$ cat config.mk
export PLATFORM = sky130hd
export DESIGN_NAME = pwm_multi_ch
export DESIGN_NICKNAME = d
export VERILOG_FILES = /design/src/rtl/pwm_pkg.sv /design/src/rtl/pwm_debounce.sv /design/src/rtl/pwm_multi_ch.sv
export SDC_FILE = /design/constraint.sdc
export NUM_CORES = 1
export LEC_CHECK = 0
export CAP_MARGIN = 10
export CORE_MARGIN = 4
export CORE_UTILIZATION = 55
export CTS_CLUSTER_SIZE = 28
export DETAILED_ROUTE_END_ITERATION = 10
export PLACE_DENSITY_LB_ADDON = 0.12
export SETUP_SLACK_MARGIN = 0.1
export SLEW_MARGIN = 30
export SYNTH_ARGS = -nofsm -noshare
export SYNTH_HDL_FRONTEND = slang
export SYNTH_SLANG_ARGS = --single-unit
$ cat constraint.sdc
create_clock -name clk -period 3.6 [get_ports clk]
set_clock_uncertainty 0.1 [all_clocks]
set_input_delay 0.9 -clock clk [delete_from_list [all_inputs] [get_ports clk]]
set_output_delay 0.9 -clock clk [all_outputs]
set_load 0.01 [all_outputs]
$ cat src/rtl/pwm_pkg.sv
// rtl/pwm_pkg.sv - shared mode encoding, duty defaults and width helper for the multi-channel PWM
package pwm_pkg;

   // counter shape held in mode_act
   typedef enum logic {
      PWM_EDGE   = 1'b0,
      PWM_CENTER = 1'b1
   } pwm_mode_t;

   localparam int DUTY_INIT_DEF = 5;
   localparam int DUTY_MIN_DEF  = 1;
   localparam int DUTY_MAX_DEF  = 9;

   // ceil(log2(n)), never below 1 so derived vector widths stay legal
   function automatic int pwm_clog2(input int n);
      int r;
      r = 0;
      while ((1 << r) < n) r++;
      return (r < 1) ? 1 : r;
   endfunction

endpackage

$ cat src/rtl/pwm_debounce.sv
// rtl/pwm_debounce.sv - two-stage tick-sampled button debouncer with one-cycle press pulse
module pwm_debounce (
   input  logic clk,
   input  logic rst_n,
   input  logic tick,
   input  logic btn,
   output logic press
);

   logic s1;
   logic s2;

   // sample the raw button only on the shared slow tick
   always_ff @(posedge clk or negedge rst_n) begin
      if (!rst_n) begin
         s1 <= 1'b0;
         s2 <= 1'b0;
      end else if (tick) begin
         s1 <= btn;
         s2 <= s1;
      end
   end

   // rising edge of the sampled level, qualified by tick so it lasts one clk
   assign press = tick & s1 & ~s2;

endmodule

$ cat src/rtl/pwm_multi_ch.sv
// rtl/pwm_multi_ch.sv - multi-channel edge/centre-aligned PWM with debounced duty buttons
module pwm_multi_ch
   import pwm_pkg::*;
#(
   parameter int NUM_CH    = 4,
   parameter int CNT_W     = 8,
   parameter int PERIOD    = 10,
   parameter int DUTY_INIT = DUTY_INIT_DEF,
   parameter int DUTY_MIN  = DUTY_MIN_DEF,
   parameter int DUTY_MAX  = DUTY_MAX_DEF,
   parameter int DEB_DIV   = 2,
   localparam int SEL_W    = pwm_clog2(NUM_CH)
) (
   input  logic              clk,
   input  logic              rst_n,
   input  logic              ena,
   input  logic              btn_inc,
   input  logic              btn_dec,
   input  logic [SEL_W-1:0]  ch_sel,
   input  logic              center_mode,
   input  logic [NUM_CH-1:0] invert,
   output logic [NUM_CH-1:0] pwm_out,
   output logic              period_start,
   output logic [CNT_W-1:0]  duty_sel
);

   localparam int DIV_W = pwm_clog2(DEB_DIV);
   localparam logic [DIV_W-1:0] DIV_TOP = DIV_W'(DEB_DIV - 1);
   localparam logic [CNT_W-1:0] CNT_TOP = CNT_W'(PERIOD - 1);
   localparam logic [CNT_W-1:0] D_INIT  = CNT_W'(DUTY_INIT);
   localparam logic [CNT_W-1:0] D_MIN   = CNT_W'(DUTY_MIN);
   localparam logic [CNT_W-1:0] D_MAX   = CNT_W'(DUTY_MAX);

   logic [DIV_W-1:0]  div;
   logic              tick;
   logic              ev_inc;
   logic              ev_dec;
   logic              sel_ok;
   logic [CNT_W-1:0]  cnt;
   logic [CNT_W-1:0]  cnt_nxt;
   logic              dir_up;
   logic              dir_nxt;
   logic              boundary;
   pwm_mode_t         mode_act;
   logic [NUM_CH-1:0] pwm_nxt;
   logic [CNT_W-1:0]  duty_shadow [NUM_CH];
   logic [CNT_W-1:0]  duty_act    [NUM_CH];

   assign tick   = (div == DIV_TOP);
   assign sel_ok = (int'(ch_sel) < NUM_CH);

   // free-running divider that paces both debouncers
   always_ff @(posedge clk or negedge rst_n) begin
      if (!rst_n) div <= '0;
      else        div <= tick ? '0 : div + 1'b1;
   end

   pwm_debounce u_deb_inc (
      .clk   (clk),
      .rst_n (rst_n),
      .tick  (tick),
      .btn   (btn_inc),
      .press (ev_inc)
   );

   pwm_debounce u_deb_dec (
      .clk   (clk),
      .rst_n (rst_n),
      .tick  (tick),
      .btn   (btn_dec),
      .press (ev_dec)
   );

   // button events nudge the addressed shadow duty, clamped to [DUTY_MIN, DUTY_MAX]; runs regardless of ena
   always_ff @(posedge clk or negedge rst_n) begin
      if (!rst_n) begin
         for (int i = 0; i < NUM_CH; i++) duty_shadow[i] <= D_INIT;
      end else if (sel_ok && (ev_inc ^ ev_dec)) begin
         for (int i = 0; i < NUM_CH; i++) begin
            if (int'(ch_sel) == i) begin
               if (ev_inc && (duty_shadow[i] < D_MAX))      duty_shadow[i] <= duty_shadow[i] + 1'b1;
               else if (ev_dec && (duty_shadow[i] > D_MIN)) duty_shadow[i] <= duty_shadow[i] - 1'b1;
            end
         end
      end
   end

   // next count: sawtooth wraps at the top, triangle turns round at the top and ends at 0
   always_comb begin
      cnt_nxt = cnt + 1'b1;
      dir_nxt = dir_up;
      if (mode_act == PWM_CENTER) begin
         if (!dir_up || (cnt == CNT_TOP)) begin
            cnt_nxt = cnt - 1'b1;
            dir_nxt = 1'b0;
         end
      end else if (cnt == CNT_TOP) begin
         cnt_nxt = '0;
      end
   end

   assign boundary = ena && (cnt_nxt == '0);

   // period counter; duties and mode are only swapped in at a period boundary
   always_ff @(posedge clk or negedge rst_n) begin
      if (!rst_n) begin
         cnt          <= '0;
         dir_up       <= 1'b1;
         mode_act     <= PWM_EDGE;
         period_start <= 1'b0;
         for (int i = 0; i < NUM_CH; i++) duty_act[i] <= D_INIT;
      end else begin
         period_start <= boundary;
         if (ena) begin
            cnt    <= cnt_nxt;
            dir_up <= boundary ? 1'b1 : dir_nxt;
            if (boundary) begin
               mode_act <= pwm_mode_t'(center_mode);
               for (int i = 0; i < NUM_CH; i++) duty_act[i] <= duty_shadow[i];
            end
         end
      end
   end

   for (genvar g = 0; g < NUM_CH; g++) begin : g_ch
      assign pwm_nxt[g] = (cnt < duty_act[g]) ^ invert[g];
   end

   // comparator outputs are registered and hold while the counter is paused
   always_ff @(posedge clk or negedge rst_n) begin
      if (!rst_n)   pwm_out <= '0;
      else if (ena) pwm_out <= pwm_nxt;
   end

   // active duty of the addressed channel, zero when out of range
   always_comb begin
      duty_sel = '0;
      for (int i = 0; i < NUM_CH; i++) begin
         if (int'(ch_sel) == i) duty_sel = duty_act[i];
      end
   end

endmodule
==> metrics.log <==
INFO  metric finalSetupViolCount = 0
INFO  metric vias_after_detailed_routing = 3817
INFO  metric period_needed = 3.39 ns
INFO  metric hold-path-cell-count = 2
INFO  metric floorplan.initialDensity = 0.568
INFO  metric fin_setup_tns = 0 ns
INFO  metric dp_hpwl = 8440 microns
INFO  metric placed_cells = 642
INFO  metric syn_inst = 498
INFO  metric overflow_left_after_global_routing = 0
INFO  metric final_routed_wirelength_across_all_metal_layers = 11400 microns
INFO  metric synth_top_cells_by_area = dfrtp_1 32%, ha_1 10%, dfstp_2 8.5%
INFO  metric comb_power_share = 0.461
INFO  metric post_cts_buffers = 0
INFO  metric post_cts_resized = 8
INFO  metric startpoint_class_of_the_critical_path = input pin
INFO  metric grt_pass1_vias = 3790
INFO  metric yosysTopAreaCellShare = 0.318
INFO  metric criticalPathCategory = in2out
INFO  metric final_core_utilization = 0.630
INFO  metric grt_first_pass_wirelength = 19400 microns
INFO  metric p_per_area = 827 mW/mm^2
INFO  metric drt-pass1-iter-count = 4
INFO  metric finalHoldViolCount = 0
INFO  metric worstRegToRegCells = 8
INFO  metric tightestPinTransition = 0.771 ns
INFO  metric die_w = 106 microns
INFO  metric peakVddDrop = 0.382 mV
INFO  metric synth-async-reset-ratio = 1.00
INFO  metric synth_edf_count = 0
INFO  metric avgViaCountPerCell = 5.80
INFO  metric netSwitchingPower = 0.00201 W
INFO  metric clock_insertion_delay_at_the_later_pin_of_the_skew_report = 0.34 ns
INFO  metric cts_tree = yes
INFO  metric grt_setup_unrepaired = false
INFO  metric min_period_over_period = 0.942
INFO  metric min-delay-path-class = reg2reg
INFO  metric die_height = 106 microns
INFO  metric final_max_slew_viol_count = 0
INFO  metric leakagePower = 2.64 nW
INFO  metric gp_congestion = 0.891
INFO  metric pwr-share-clk = 0.140
INFO  metric numPortBuffers = 24
INFO  metric clockRootBuffer = clkbuf_8
INFO  metric dieArea = 0.0112 sq mm
INFO  metric core_region_area = 0.00928 sq mm
INFO  metric cap_viol_max_count = 0
INFO  metric synth_common_cells = 67 x dfrtp_1, 44 x inv_1, 43 x ha_1, 26 x xnor2_1, 25 x nand2_1
INFO  metric timing.critical_path.arrival = 2.39 ns
INFO  metric clock_path_buffers = 2
INFO  metric ios = 25
INFO  metric routed_wire_length_per_instance = 17.3 microns
INFO  metric setup.worst_path.end_class = primary output
INFO  metric grt_max_degree = 43
INFO  metric synth.avg_cell_area = 10.6 sq um
INFO  metric cts.hold.buffers_added = 0
INFO  metric clkSlewWorstSetupHoldPaths = 0.08 ns
INFO  metric clock_sinks = 84
INFO  metric crit_fanout = 11
INFO  metric fin_cells = 658
INFO  metric yosys_register_bits = 84
INFO  metric final_antenna_net_count = 0
INFO  metric cp_data_required_time = 2.60 ns
INFO  metric ys_seq_area_frac = 0.403
INFO  metric max_freq = 295 MHz
INFO  metric synth_most_common_cell = dfrtp_1
INFO  metric final.fill_count = 789
INFO  metric syn_to_final_growth = 10.9%
INFO  metric num_rows = 35
INFO  metric num-nets-final = 579
INFO  metric yosysWarnings = 0
INFO  metric power_frac_seq = 0.399
INFO  metric synth.cell_area = 0.00528 sq mm
INFO  metric synth_largest_area_cell = dfrtp_1
INFO  metric synth.distinct_cells = 60
INFO  metric power.switching_fraction = 0.415
INFO  metric initial_antenna_violation_count = 0
INFO  metric internal_power = 0.00283 W
INFO  metric globalRouteTotalUtil = 0.217
INFO  metric ys.flop_type = dfrtp_1
INFO  metric layout-drive-gt1-share = 0.134
INFO  metric cts_made_buffers = 9
INFO  metric remaining_drc_errors = 0
INFO  metric synthesis.nets = 553
INFO  metric diodes = 0
INFO  metric outcome = complete, no violations
INFO  metric max_h_tree_level = 3
INFO  metric whs = 0.376 ns
INFO  metric drt_first_iter_violations = 175
INFO  metric slew_headroom = 0.482
==> critical path, cell delays in order <==
cell	delay (ns)
clkdlybuf4s50_1	0.50
buf_12	0.17
mux4_2	0.52
dlygate4sd2_1	0.30
==> flip-flops by register name (all words and copies together) (netlist names) <==
register / cells
dir_up: 1
duty_act: 32
u_deb_inc.s1: 1
cnt: 8
u_deb_inc.s2: 1
u_deb_dec.s2: 1
duty_shadow: 32
period_start: 1
div: 1
u_deb_dec.s1: 1
pwm_out: 4
mode_act: 1
==> layer usage <==
layer / track usage / part of all wire
met5: 0 / 0
met4: 0.0500 / 0.013
met3: 0.0413 / 0.039
met2: 0.365 / 0.48
met1: 0.292 / 0.47
==> placed cells by master, fill, tap and decap left out, types with 4 or more instances in the layout <==
cell	Yosys	routed
mux2_1	24	24
o21ai_0	21	21
clkbuf_8	0	10
xnor2_1	26	26
a311oi_1	4	4
nand2b_1	11	11
clkdlybuf4s50_1	0	15
nand3_1	13	13
o22ai_1	4	4
inv_1	44	44
nand4_1	6	6
mux2_2	10	10
nor3_1	10	10
a21oi_1	21	21
mux2i_1	6	6
dlygate4sd2_1	0	8
nand2_1	25	25
dfstp_2	17	17
nor2_1	22	22
buf_4	0	6
or3_1	8	8
a21o_1	13	13
mux4_2	8	8
a22oi_1	5	5
dfrtp_1	67	67
nor2b_1	9	9
ha_1	43	43
nor4_1	8	8
xor2_1	12	12
==> worst paths after layout <==
check,startpoint,to,slack (ns)
min in group asynchronous,rst_n,cnt[3],0.44
max,ch_sel[0],duty_sel[7],0.21
max in group asynchronous,rst_n,duty_act[8],2.20
min,dir_up,dir_up,0.38
min reg2reg,dir_up,dir_up,0.38
max reg2reg,cnt[1],duty_act[21],0.33
==> area by class of cell <==
| type | count | area [sq um] | share of cell area |
|---|---|---|---|
| flip-flops and latches | 84 | 2120 | 0.363 |
| repair buffers | 31 | 305 | 0.0522 |
| well taps | 129 | 161 | 0.0276 |
| multi-input cells | 354 | 2900 | 0.496 |
| clock buffers | 13 | 149 | 0.0255 |
| clock inverters | 3 | 46.3 | 0.00792 |
| inverters | 44 | 165 | 0.0282 |
==> cells by family after synthesis <==
family                   count (synthesis)  synth area share
XOR/XNOR                                38            0.0631
adder cells (fa/ha/maj)                 43             0.102
multiplexers                            48             0.118
AND/OR/NAND/NOR                        136             0.153
buffers and inverters                   60            0.0481
AO/OA/AOI/OAI                           89             0.113
flip-flops                              84             0.403
==> stage by stage <==
step / area, sq um / power, W / setup slack, ns
after floorplan: 5280 / 0.00349 / 0.639
after global placement: 5660 / 0.00408 / 0.000534
after detailed placement: 5660 / 0.00420 / 0.00151
after CTS: 5850 / 0.00487 / 0.202
after global routing: 5850 / 0.00527 / 0.170
final: 5850 / 0.00484 / 0.210
==> power groups by stage <==
| stage | Sequential [W] | Combinational, W | Clock, W |
|---|---|---|---|
| 6_report | 0.00193 | 0.00223 | 0.000676 |
| 5_1_grt | 0.00200 | 0.00252 | 0.000745 |
| 4_1_cts | 0.00193 | 0.00224 | 0.000700 |
| 3_5_place_dp | 0.00195 | 0.00225 | 0 |
| 3_3_place_gp | 0.00194 | 0.00214 | 0 |
| 2_1_floorplan | 0.00171 | 0.00177 | 0 |
Note: power is estimated with default switching activity, not from simulation.
